File: config.mk
export PLATFORM = sky130hd
export DESIGN_NAME = axil_master_arbiter
export DESIGN_NICKNAME = d
export VERILOG_FILES = /design/src/rtl/axil_master_arbiter.sv
export SDC_FILE = /design/constraint.sdc
export NUM_CORES = 1
export LEC_CHECK = 0
export CORE_ASPECT_RATIO = 0.75
export CORE_MARGIN = 1.5
export CORE_UTILIZATION = 33
export CTS_CLUSTER_SIZE = 16
export DETAILED_ROUTE_END_ITERATION = 8
export PLACE_DENSITY = 0.77
export SYNTH_ARGS = -nofsm -noshare
export SYNTH_HDL_FRONTEND = slang
export SYNTH_SLANG_ARGS = --single-unit
export TNS_END_PERCENT = 30
File: constraint.sdc
create_clock -name clk -period 1.6 [get_ports clk]
set_clock_uncertainty 0.05 [all_clocks]
set_input_delay 0.24 -clock clk [delete_from_list [all_inputs] [get_ports clk]]
set_output_delay 0.24 -clock clk [all_outputs]
set_load 0.01 [all_outputs]
File: src/rtl/axil_master_arbiter.sv
// Round-robin arbiter sharing one AXI4-Lite master port between NREQ single-beat requesters.
// Optional watchdog abort when AXIL_TIMEOUT_EN is defined (limit TIMEOUT_CYCLES).
module axil_master_arbiter #(
    parameter int NREQ           = 2,
    parameter int TIMEOUT_CYCLES = 256
) (
    input  logic               clk,
    input  logic               reset,
    input  logic [NREQ-1:0]    req_valid,
    input  logic [NREQ-1:0]    req_write,
    input  logic [NREQ*32-1:0] req_addr,
    input  logic [NREQ*32-1:0] req_wdata,
    input  logic [NREQ*4-1:0]  req_wstrb,
    output logic [NREQ-1:0]    req_ready,
    output logic [NREQ-1:0]    req_done,
    output logic [31:0]        req_rdata,
    output logic               req_err,
    output logic [31:0]        M_AXI_AWADDR,
    output logic               M_AXI_AWVALID,
    input  logic               M_AXI_AWREADY,
    output logic [31:0]        M_AXI_WDATA,
    output logic [3:0]         M_AXI_WSTRB,
    output logic               M_AXI_WVALID,
    input  logic               M_AXI_WREADY,
    input  logic [1:0]         M_AXI_BRESP,
    input  logic               M_AXI_BVALID,
    output logic               M_AXI_BREADY,
    output logic [31:0]        M_AXI_ARADDR,
    output logic               M_AXI_ARVALID,
    input  logic               M_AXI_ARREADY,
    input  logic [31:0]        M_AXI_RDATA,
    input  logic [1:0]         M_AXI_RRESP,
    input  logic               M_AXI_RVALID,
    output logic               M_AXI_RREADY
);

    localparam int IW = (NREQ > 1) ? $clog2(NREQ) : 1;

    typedef enum logic [2:0] {
        IDLE,
        WADDR,
        WRESP,
        RADDR,
        RDATA,
        DONE
    } state_t;

    state_t          state;
    logic [IW-1:0]   rr_ptr;
    logic [IW-1:0]   gnt_idx;
    logic            gnt_found;
    logic [31:0]     addr_q;
    logic [31:0]     wdata_q;
    logic [3:0]      wstrb_q;

`ifdef AXIL_TIMEOUT_EN
    logic [15:0]     tmo_cnt;
`else
    localparam int unused_tmo = TIMEOUT_CYCLES;
`endif

    logic unused_resp;
    assign unused_resp = ^{M_AXI_BRESP[0], M_AXI_RRESP[0]};

    // Address/data come straight from the latched request, so they stay stable under VALID.
    assign M_AXI_AWADDR = addr_q;
    assign M_AXI_ARADDR = addr_q;
    assign M_AXI_WDATA  = wdata_q;
    assign M_AXI_WSTRB  = wstrb_q;

    // Descending scan with last-hit-wins picks the closest requester after rr_ptr.
    always_comb begin
        gnt_found = 1'b0;
        gnt_idx   = rr_ptr;
        for (int k = NREQ; k >= 1; k--) begin
            if (req_valid[(int'(rr_ptr) + k) % NREQ]) begin
                gnt_found = 1'b1;
                gnt_idx   = IW'((int'(rr_ptr) + k) % NREQ);
            end
        end
    end

    always_ff @(posedge clk) begin
        if (reset) begin
            state         <= IDLE;
            rr_ptr        <= IW'(NREQ - 1);
            addr_q        <= '0;
            wdata_q       <= '0;
            wstrb_q       <= '0;
            req_ready     <= '0;
            req_done      <= '0;
            req_rdata     <= '0;
            req_err       <= 1'b0;
            M_AXI_AWVALID <= 1'b0;
            M_AXI_WVALID  <= 1'b0;
            M_AXI_BREADY  <= 1'b0;
            M_AXI_ARVALID <= 1'b0;
            M_AXI_RREADY  <= 1'b0;
`ifdef AXIL_TIMEOUT_EN
            tmo_cnt       <= '0;
`endif
        end else begin
            req_ready <= '0;
            req_done  <= '0;
            unique case (state)
                IDLE: begin
                    if (gnt_found) begin
                        rr_ptr             <= gnt_idx;
                        addr_q             <= req_addr[32*gnt_idx +: 32];
                        wdata_q            <= req_wdata[32*gnt_idx +: 32];
                        wstrb_q            <= req_wstrb[4*gnt_idx +: 4];
                        req_ready[gnt_idx] <= 1'b1;
                        if (req_write[gnt_idx]) begin
                            M_AXI_AWVALID <= 1'b1;
                            M_AXI_WVALID  <= 1'b1;
                            state         <= WADDR;
                        end else begin
                            M_AXI_ARVALID <= 1'b1;
                            state         <= RADDR;
                        end
                    end
                end
                WADDR: begin
                    if (M_AXI_AWREADY) M_AXI_AWVALID <= 1'b0;
                    if (M_AXI_WREADY)  M_AXI_WVALID  <= 1'b0;
                    if ((!M_AXI_AWVALID || M_AXI_AWREADY) &&
                        (!M_AXI_WVALID || M_AXI_WREADY)) begin
                        M_AXI_BREADY <= 1'b1;
                        state        <= WRESP;
                    end
                end
                WRESP: begin
                    if (M_AXI_BVALID) begin
                        req_err          <= M_AXI_BRESP[1];
                        M_AXI_BREADY     <= 1'b0;
                        req_done[rr_ptr] <= 1'b1;
                        state            <= DONE;
                    end
                end
                RADDR: begin
                    if (M_AXI_ARREADY) begin
                        M_AXI_ARVALID <= 1'b0;
                        M_AXI_RREADY  <= 1'b1;
                        state         <= RDATA;
                    end
                end
                RDATA: begin
                    if (M_AXI_RVALID) begin
                        req_rdata        <= M_AXI_RDATA;
                        req_err          <= M_AXI_RRESP[1];
                        M_AXI_RREADY     <= 1'b0;
                        req_done[rr_ptr] <= 1'b1;
                        state            <= DONE;
                    end
                end
                DONE: begin
                    state <= IDLE;
                end
                default: begin
                    state <= IDLE;
                end
            endcase
`ifdef AXIL_TIMEOUT_EN
            // Debug abort: abandon the slave handshake and report an error.
            if (state == IDLE) begin
                tmo_cnt <= '0;
            end else if (state != DONE) begin
                tmo_cnt <= tmo_cnt + 16'd1;
                if (tmo_cnt == 16'(TIMEOUT_CYCLES - 1)) begin
                    M_AXI_AWVALID    <= 1'b0;
                    M_AXI_WVALID     <= 1'b0;
                    M_AXI_BREADY     <= 1'b0;
                    M_AXI_ARVALID    <= 1'b0;
                    M_AXI_RREADY     <= 1'b0;
                    req_err          <= 1'b1;
                    req_rdata        <= '0;
                    req_done         <= '0;
                    req_done[rr_ptr] <= 1'b1;
                    state            <= DONE;
                end
            end
`endif
        end
    end

endmodule
# Word level (Yosys, flattened, before mapping)
# Index checks and enable logic that the tools add are counted.
totals:
  memories: 0
  output_inout_bits: 142
  input_bits: 183
  ff_bits: 114
  mem_bits_rw: 0
  romBits: 0
  latch_bits: 0
  word_cells: 110
classes:
  bitwise_logic: 4
  n_eq_ne: 13
  n_shift: 3
  mux: 45
  div_mod_pow: 0
  reduce_logical: 23
  addsub: 2
  magnitude_cmp: 6
  n_mul: 0
ops:
  columns: ["operator", "count"]
  rows:
  - ["$shiftx A64 B7 Y32", 2]
  - ["$mux W1", 27]
  - ["$ne A2 B2 Y1 const B", 9]
  - ["$mux W3", 5]
  - ["$pmux W3 S5", 1]
  - ["$pmux W1 S2", 6]
  - ["$reduce_and A4 Y1", 3]
  - ["$reduce_bool A2 Y1", 5]
  - ["$reduce_and A3 Y1", 3]
  - ["$shiftx A8 B4 Y4", 1]
  - ["$eq A3 B2 Y1 const B", 2]
  - ["$lt A2 B3 Y1 const B", 2]
  - ["$mux W2", 3]
  - ["$reduce_and A5 Y1", 1]
  - ["$lt A1 B2 Y1 const B", 2]
  - ["$pmux W2 S2", 1]
  - ["$reduce_and A2 Y1", 2]
  - ["$eq A3 B1 Y1 const B", 1]
  - ["$eq A3 B3 Y1 const B", 1]
  - ["$logic_and A1 B1 Y1", 3]
  - ["$logic_not A3 Y1", 1]
  - ["$reduce_or A3 Y1", 1]
  - ["$add A1 B1 Y1 const B", 2]
  - ["$and A1 B1 Y1 const A", 2]
  - ["other kinds (5)", 10]

# Longest topological paths before layout
# Gate-level depths: netlist (run 1).
logic_depth:
  word_depth: 12
  mapped_depth: 7
  ltp_nobuf: 4

# Worst setup path after synthesis (run 1)
# Ideal clock, no wire load.
synth_path:
  kind: "reg2reg"
  from: "register state[1]"
  to: "register wdata_q[0], in the netlist M_AXI_WDATA[0]"
  setup_slack_ps: -35
  path_stages_with_launch: 7
  arrival_ps: 1439
  required_time_ps: 1404
  period_less_slack_ps: 1635
  path_cell_list: "dfxtp_1 buf_2 or3_4 nor2_4 buf_4 buf_2 a211oi_2"
synth_between:
  elab_chain_len: 2
synth_rtl:
  columns: ["item", "line", "source"]
  rows:
  - ["start, declared", "48", "state_t state;"]
  - ["start signal, assigned", "85", "state <= IDLE;"]
  - ["start signal, assigned", "116", "state <= WADDR;"]
  - ["start signal, assigned", "119", "state <= RADDR;"]
  - ["$logic_not A3 Y1", "105", "unique case (state)"]
  - ["$reduce_and A2 Y1 (no line)", null, null]
  - ["end signal, assigned", "110", "wdata_q <= req_wdata[32*gnt_idx +: 32];"]
  - ["end, declared", "53", "logic [31:0] wdata_q;"]
# No other way between the ends.
# A chain may end at the register's enable or synchronous reset.

# Worst setup path in the final report (run 1)
layout_path:
  from: "register state[0]"
  to: "register wdata_q[2], in the netlist M_AXI_WDATA[2]"
# Same word-level chain as after synthesis.

==> results of run 1 <==
## synth_stat cells, types with 2 or more instances
| library cell | count |
|---|---|
| a21oi_1 | 37 |
| nand3b_1 | 3 |
| a311oi_1 | 2 |
| inv_1 | 4 |
| dfxtp_1 | 114 |
| clkbuf_1 | 17 |
| nand3_1 | 2 |
| o221ai_1 | 2 |
| and3_1 | 3 |
| buf_4 | 38 |
| nor3_1 | 2 |
| buf_2 | 21 |
| a211oi_2 | 31 |
| nand2_1 | 72 |
| a211oi_1 | 37 |
| o21ai_0 | 4 |
| mux2i_1 | 69 |
| a31oi_1 | 2 |
| nor2_1 | 75 |
| nor2b_1 | 2 |
## metrics by stage
stage	power (uW)	std cells	utilization (%)
after floorplan	8817	553	-
after global placement	12130	1028	55.67
after detailed placement	12260	1028	55.67
after CTS	15600	1062	59.28
after global routing	16590	1065	60.66
final	15620	1065	60.66
## cell type report
cell class,count,area (um2)
inverter,4,15.01
multi-input combinational,358,2421
clock inverter,15,158.9
timing repair buffer,352,3645
tap,205,256.5
clock buffer,17,425.4
fill,1324,5969
sequential,114,2285
## power by group
| part | leakage [uW] | internal, uW | switching [uW] | total (uW) |
|---|---|---|---|---|
| clock network | 0.000268 | 2300 | 1380 | 3680 |
| logic | 0.00333 | 3830 | 3690 | 7520 |
| registers | 0.000937 | 3820 | 604 | 4420 |
| total | 0.00454 | 9940 | 5680 | 15600 |
## placed cells by master (no fill, tap or decap), types with 2 or more instances in the layout
cell,count
nor2_1,72
clkinvlp_4,6
dlygate4sd2_1,88
a31oi_1,2
o221ai_2,2
clkinv_2,2
nor2_4,2
a211oi_1,33
a311oi_1,2
buf_16,3
o21ai_0,2
nand3b_1,3
and3_1,3
clkbuf_16,18
clkinv_4,3
nor2_2,2
nor2b_1,2
buf_4,17
bufinv_16,2
nand3_1,2
clkdlybuf4s50_1,187
dfxtp_2,2
dfxtp_1,112
a211oi_2,35
dlymetal6s2s_1,46
inv_6,2
mux2i_1,69
buf_12,9
inv_1,4
a21oi_1,37
nand2_1,71
nor3_1,2
## worst max-delay path: stages, from the launching register on
cell	delay, ns
dfxtp_2	0.32
or3_4	0.41
nor2_4	0.11
buf_12	0.15
buf_16	0.22
nor2_1	0.09
a211oi_2	0.21
## sequential cells by signal (all words and copies together) (netlist names)
| register | cells |
|---|---|
| M_AXI_ARADDR | 32 |
| rr_ptr | 1 |
| req_err | 1 |
| M_AXI_ARVALID | 1 |
| req_ready | 2 |
| state | 3 |
| M_AXI_BREADY | 1 |
| M_AXI_RREADY | 1 |
| req_rdata | 32 |
| req_done | 2 |
| M_AXI_WVALID | 1 |
| M_AXI_WDATA | 32 |
| M_AXI_AWVALID | 1 |
| M_AXI_WSTRB | 4 |
## per-layer routing
metal | vias to the layer above | GRT usage (%) | wire length, um
met1 | 2339 | 23.92 | 6820
met2 | 187 | 35.13 | 8523
met4 | 0 | 7.003 | 309
li1 | 2504 | - | -
met5 | - | 0 | 0
met3 | 20 | 6.790 | 1080
## path summary, 6_finish.rpt
kind | startpoint | endpoint | slack (ns) | cells after the start
min | reset | M_AXI_WDATA[26] | 0.1 | 2
min reg2reg | req_rdata[18] | req_rdata[18] | 0.40 | 2
max | state[0] | M_AXI_WDATA[2] | -0.06 | 6
max reg2reg | state[0] | M_AXI_WDATA[2] | -0.06 | 6
## what timing repair did
item	in CTS	in global routing
setup endpoints to repair	169	121
pin swaps	3	13
setup buffers	1	2
resized for setup	92	60
endpoints found under the hold margin	0	0
gates cloned	1	1
## kinds of logic (layout without fill, tap and decap cells)
group | Yosys count | count (layout)
buf+inv | 81 | 388
simple gates | 165 | 165
flops | 114 | 114
compound gates | 124 | 124
mux | 69 | 69
==> metrics.cfg, run 1 <==
[cells_and_area]
nets = 1030
syn_to_final_growth_pct = 79.90
drive_gt1_share_pct = 12.79
antennaDiodeCount = 0
final_cell_area_um2 = 9206

[placement]
dpl_cell_area_um2 = 8448
place_ws_ns = -0.3232
hpwl_um = 12130
gp_congestion = 0.8360
port_buffers = 322

[synth]
synth_edf_count = 0
synth-simple-area-share_pct = 13.28
synthesis.nets = 736
muxShareOfSynthArea_pct = 13.50
synth_fa_ha_area_share_pct = 0
yosysTopAreaCell = dfxtp_1
synth_cell_type_count = 36
ys_seq_area_share_pct = 44.60
syn_inst = 553
synthXorXnorAreaFrac_pct = 0
ys_ff_latch = 114
yosysTopAreaCellShare_pct = 44.60
yosys_warnings = 0
syn_area_per_cell_um2 = 9.254
syn_area_um2 = 5117
synth_compound_area_share_pct = 19.39
synth_top_family_by_area = compound AO/OA/AOI/OAI gates
synth_async_sr_flop_share_pct = 0
synth_flop_cell = dfxtp_1
ys_top_cells_by_area = dfxtp_1 45%, mux2i_1 13%, a211oi_2 7.6%

[cts]
clk_pin_slew_ns = 0.06
cts_tree = done
holdBufCountCts = 0
numCtsBuffers = 17
clock_path_buffers = 2
htreeDepth = 4
worstSkewPairLatency_ns = 0.40
cts_root_buf = clkbuf_16
cts_num_sinks = 114

[route]
drc_errors = 0
dr.pass1.iters = 6
num_vias = 5050
detail_route.wl_per_cell_um = 15.71
first_iter_violations = 198
totalWireLength_um = 16730
via_per_inst = 4.742
ant_nets = 0

[power_and_ir_drop]
p_leak_uw = 0.004536
cellPowerDensity_nw_per_um2 = 1697
ir_drop_uv = 680.2

[grt]
antenna_found_initial = 0
grt_max_degree = 55
grt_overflow = 0
grt_usage_pct = 20.50
first_global_vias = 5001
grt_pass1_wl_um = 26370

[sta]
period_share_pct = 103.7
setup_violations = 21
fin_tns_setup_ns = -0.4298
timing.fmax_ghz = 0.6026
worst_slew_pin_slew_ns = 0.3805
rsz0062_at_grt = true
hold_viol = 0
final-max-slew-violation-count = 0
holdWs_ns = 0.09700
maxSlewHeadroom_pct = 74.36
period_needed_ns = 1.660
fin_ws_ns = -0.05957

[floorplan]
core-area_um2 = 15180
ios = 325
rows = 39
die_w_um = 146.8
die_h_um = 110.8
start_util_pct = 33.72
dieArea_um2 = 16270

[setup_path]
worstPathRequired_ns = 1.88
end_kind = flop
critPathKind = reg2reg
cp-start-kind = flop
critPathArrivalTime_ns = 1.94
path_max_fanout = 43

[run_status]
status = finished, violations left
violations = negative setup slack

[worst_hold_path]
hold_class = in2reg

[flow_run]
cap_violations = 0

Power figures use the tool's default switching activity.
==> run 2, diff against run 1 <==
--- a/config.mk
+++ b/config.mk
@@ -6,7 +6,6 @@
 export NUM_CORES = 1
 export LEC_CHECK = 0
 export CORE_ASPECT_RATIO = 0.75
-export CORE_MARGIN = 1.5
 export CORE_UTILIZATION = 33
 export CTS_CLUSTER_SIZE = 16
 export DETAILED_ROUTE_END_ITERATION = 8
==> metrics.cfg, run 2 (synthesis results as in run 1) <==
[run_status]
status = finished, violations left
violations = negative setup slack

[route]
ant_nets = 0  ; unchanged
dr.pass1.iters = 4  ; -2
num_vias = 5046  ; -0.079%
detail_route.wl_per_cell_um = 16.61  ; +5.7%
first_iter_violations = 295  ; +49%
via_per_inst = 4.707  ; -0.73%
drc_errors = 0  ; unchanged
totalWireLength_um = 17800  ; +6.4%

[sta]
setup_violations = 3  ; -86%
worst_slew_pin_slew_ns = 0.4936  ; +0.1131 ns
maxSlewHeadroom_pct = 67.10  ; -7.3 points
rsz0062_at_grt = true
timing.fmax_ghz = 0.6197  ; +2.8%
final-max-slew-violation-count = 0  ; unchanged
period_share_pct = 100.9  ; -2.9 points
period_needed_ns = 1.614  ; -0.04594 ns
fin_ws_ns = -0.01363  ; +0.04594 ns
hold_viol = 0  ; unchanged

[setup_path]
path_cells = or3_4, nor2_4, buf_12, clkbuf_16, nor2_1, a211oi_2
slowest_stage = or3_4
critPathMaxStageDelay_ns = 0.41  ; about the same
critPathKind = reg2reg
critPathArrivalTime_ns = 1.89  ; -0.05 ns
cp-start-kind = flop
path_max_fanout = 11  ; -74%
end_kind = flop
worstPathRequired_ns = 1.88  ; about the same

[cts]
cts_tree = done
clock_path_buffers = 2  ; unchanged
numCtsBuffers = 17  ; unchanged
cts_root_buf = clkbuf_16
worstSkewPairLatency_ns = 0.41  ; about the same
clk_pin_slew_ns = 0.05  ; about the same
htreeDepth = 4  ; unchanged
cts_num_sinks = 114  ; unchanged

[floorplan]
die_w_um = 145.8  ; -0.68%
die_h_um = 109.8  ; -0.90%
core-area_um2 = 15180  ; unchanged
rows = 39  ; unchanged
dieArea_um2 = 16010  ; -1.6%
ios = 325  ; unchanged
start_util_pct = 33.72  ; unchanged

[grt]
first_global_vias = 4925  ; -1.5%
grt_pass1_wl_um = 25990  ; -1.5%
grt_usage_pct = 21.03  ; +0.54 points
antenna_found_initial = 0  ; unchanged
grt_overflow = 0  ; unchanged
grt_max_degree = 53  ; -3.6%

[flow_run]
cap_violations = 0  ; unchanged

[power_and_ir_drop]
p_leak_uw = 0.004681  ; +3.2%
cellPowerDensity_nw_per_um2 = 1770  ; +4.3%
power_uw = 16680  ; +6.8%
ir_drop_uv = 856.4  ; +26%

[worst_hold_path]
hold_class = in2reg

[cells_and_area]
nets = 1037  ; +0.68%
final_cell_area_um2 = 9423  ; +2.4%
syn_to_final_growth_pct = 84.13
drive_gt1_share_pct = 14.53  ; +1.7 points
layout_commonest_cell = clkdlybuf4s50_1
layout_common_cells = 184 x clkdlybuf4s50_1, 112 x dfxtp_1, 89 x dlygate4sd2_1
antennaDiodeCount = 0  ; unchanged
nFillCells = 1277  ; -3.5%

[placement]
dpl_cell_area_um2 = 8446  ; about the same
gp_congestion = 0.7973  ; -4.6%
hpwl_um = 12120  ; about the same
port_buffers = 322  ; unchanged

==> run 2: cell types whose count changed in the layout (fill, tap and decap cells not counted), sizes merged <==
cell / before / now
buf: 30 / 34
bufinv: 2 / 5
clkbuf: 18 / 22
clkdlybuf4s50: 187 / 184
clkinv: 5 / 6
clkinvlp: 6 / 2
dlygate4sd2: 88 / 89
dlymetal6s2s: 46 / 48
inv: 6 / 5
==> run 2: layout make-up <==
type                    instances  area (um2)  area share, %
well taps                     205       256.5          2.722
clock buffers                  18       429.2          4.555
flip-flops and latches        114        2285          24.25
clock inverters                14       211.5          2.244
repair buffers                359        3774          40.05
inverters                       4       15.01         0.1593
multi-input cells             358        2452          26.03
==> run 2: critical path, delay by kind of cell, from the launching register on <==
family / cells / cell delay [ns]
buf+inv: 2 / 0.37
flops: 1 / 0.31
simple gates: 3 / 0.61
compound gates: 1 / 0.19
==> run 2: final timing paths <==
kind                 from              to  slack [ns]  depth (start not counted)
max              state[0]  M_AXI_WDATA[7]       -0.01                          6
min                 reset        state[0]        0.13                          3
max reg2reg      state[0]  M_AXI_WDATA[7]       -0.01                          6
min reg2reg  req_rdata[1]    req_rdata[1]        0.40                          2
==> run 2: timing repair <==
| item | 4_1_cts | 5_1_grt |
|---|---|---|
| gates cloned | 3 | 4 |
| resized for setup | 99 | 78 |
| hold buffers | 0 | 0 |
| buffers inserted | 2 | 1 |
| setup endpoints to repair | 160 | 143 |
| pin swaps | 1 | 22 |
==> run 2: per-layer routing <==
| layer | track usage [%] | share of wire (%) | vias to the layer above |
|---|---|---|---|
| li1 | - | - | 2504 |
| met1 | 24.56 | 43 | 2337 |
| met2 | 36.16 | 50 | 187 |
| met3 | 7.261 | 6.0 | 18 |
| met4 | 7.368 | 1.4 | 0 |
| met5 | 0 | 0 | - |
==> run 2: per-stage QoR <==
step | setup slack [ns] | TNS, ns | utilization (%) | hold slack [ns] | cells
finish | -0.01363 | -0.03075 | 62.09 | 0.1261 | 1072
floorplan | 0.01186 | 0 | - | 0.3065 | 553
global route | -0.06026 | -1.204 | 62.09 | 0.1086 | 1072
CTS | -0.01237 | -0.02305 | 59.98 | 0.1221 | 1068
global placement | -0.2560 | -17.20 | 55.65 | 0.3913 | 1031
detailed placement | -0.3117 | -19.19 | 55.65 | 0.3953 | 1031
==> run 2: power breakdown <==
part           internal, uW  switching (uW)
Clock                  2760            1380
Combinational          4120            3970
Sequential             3820             623
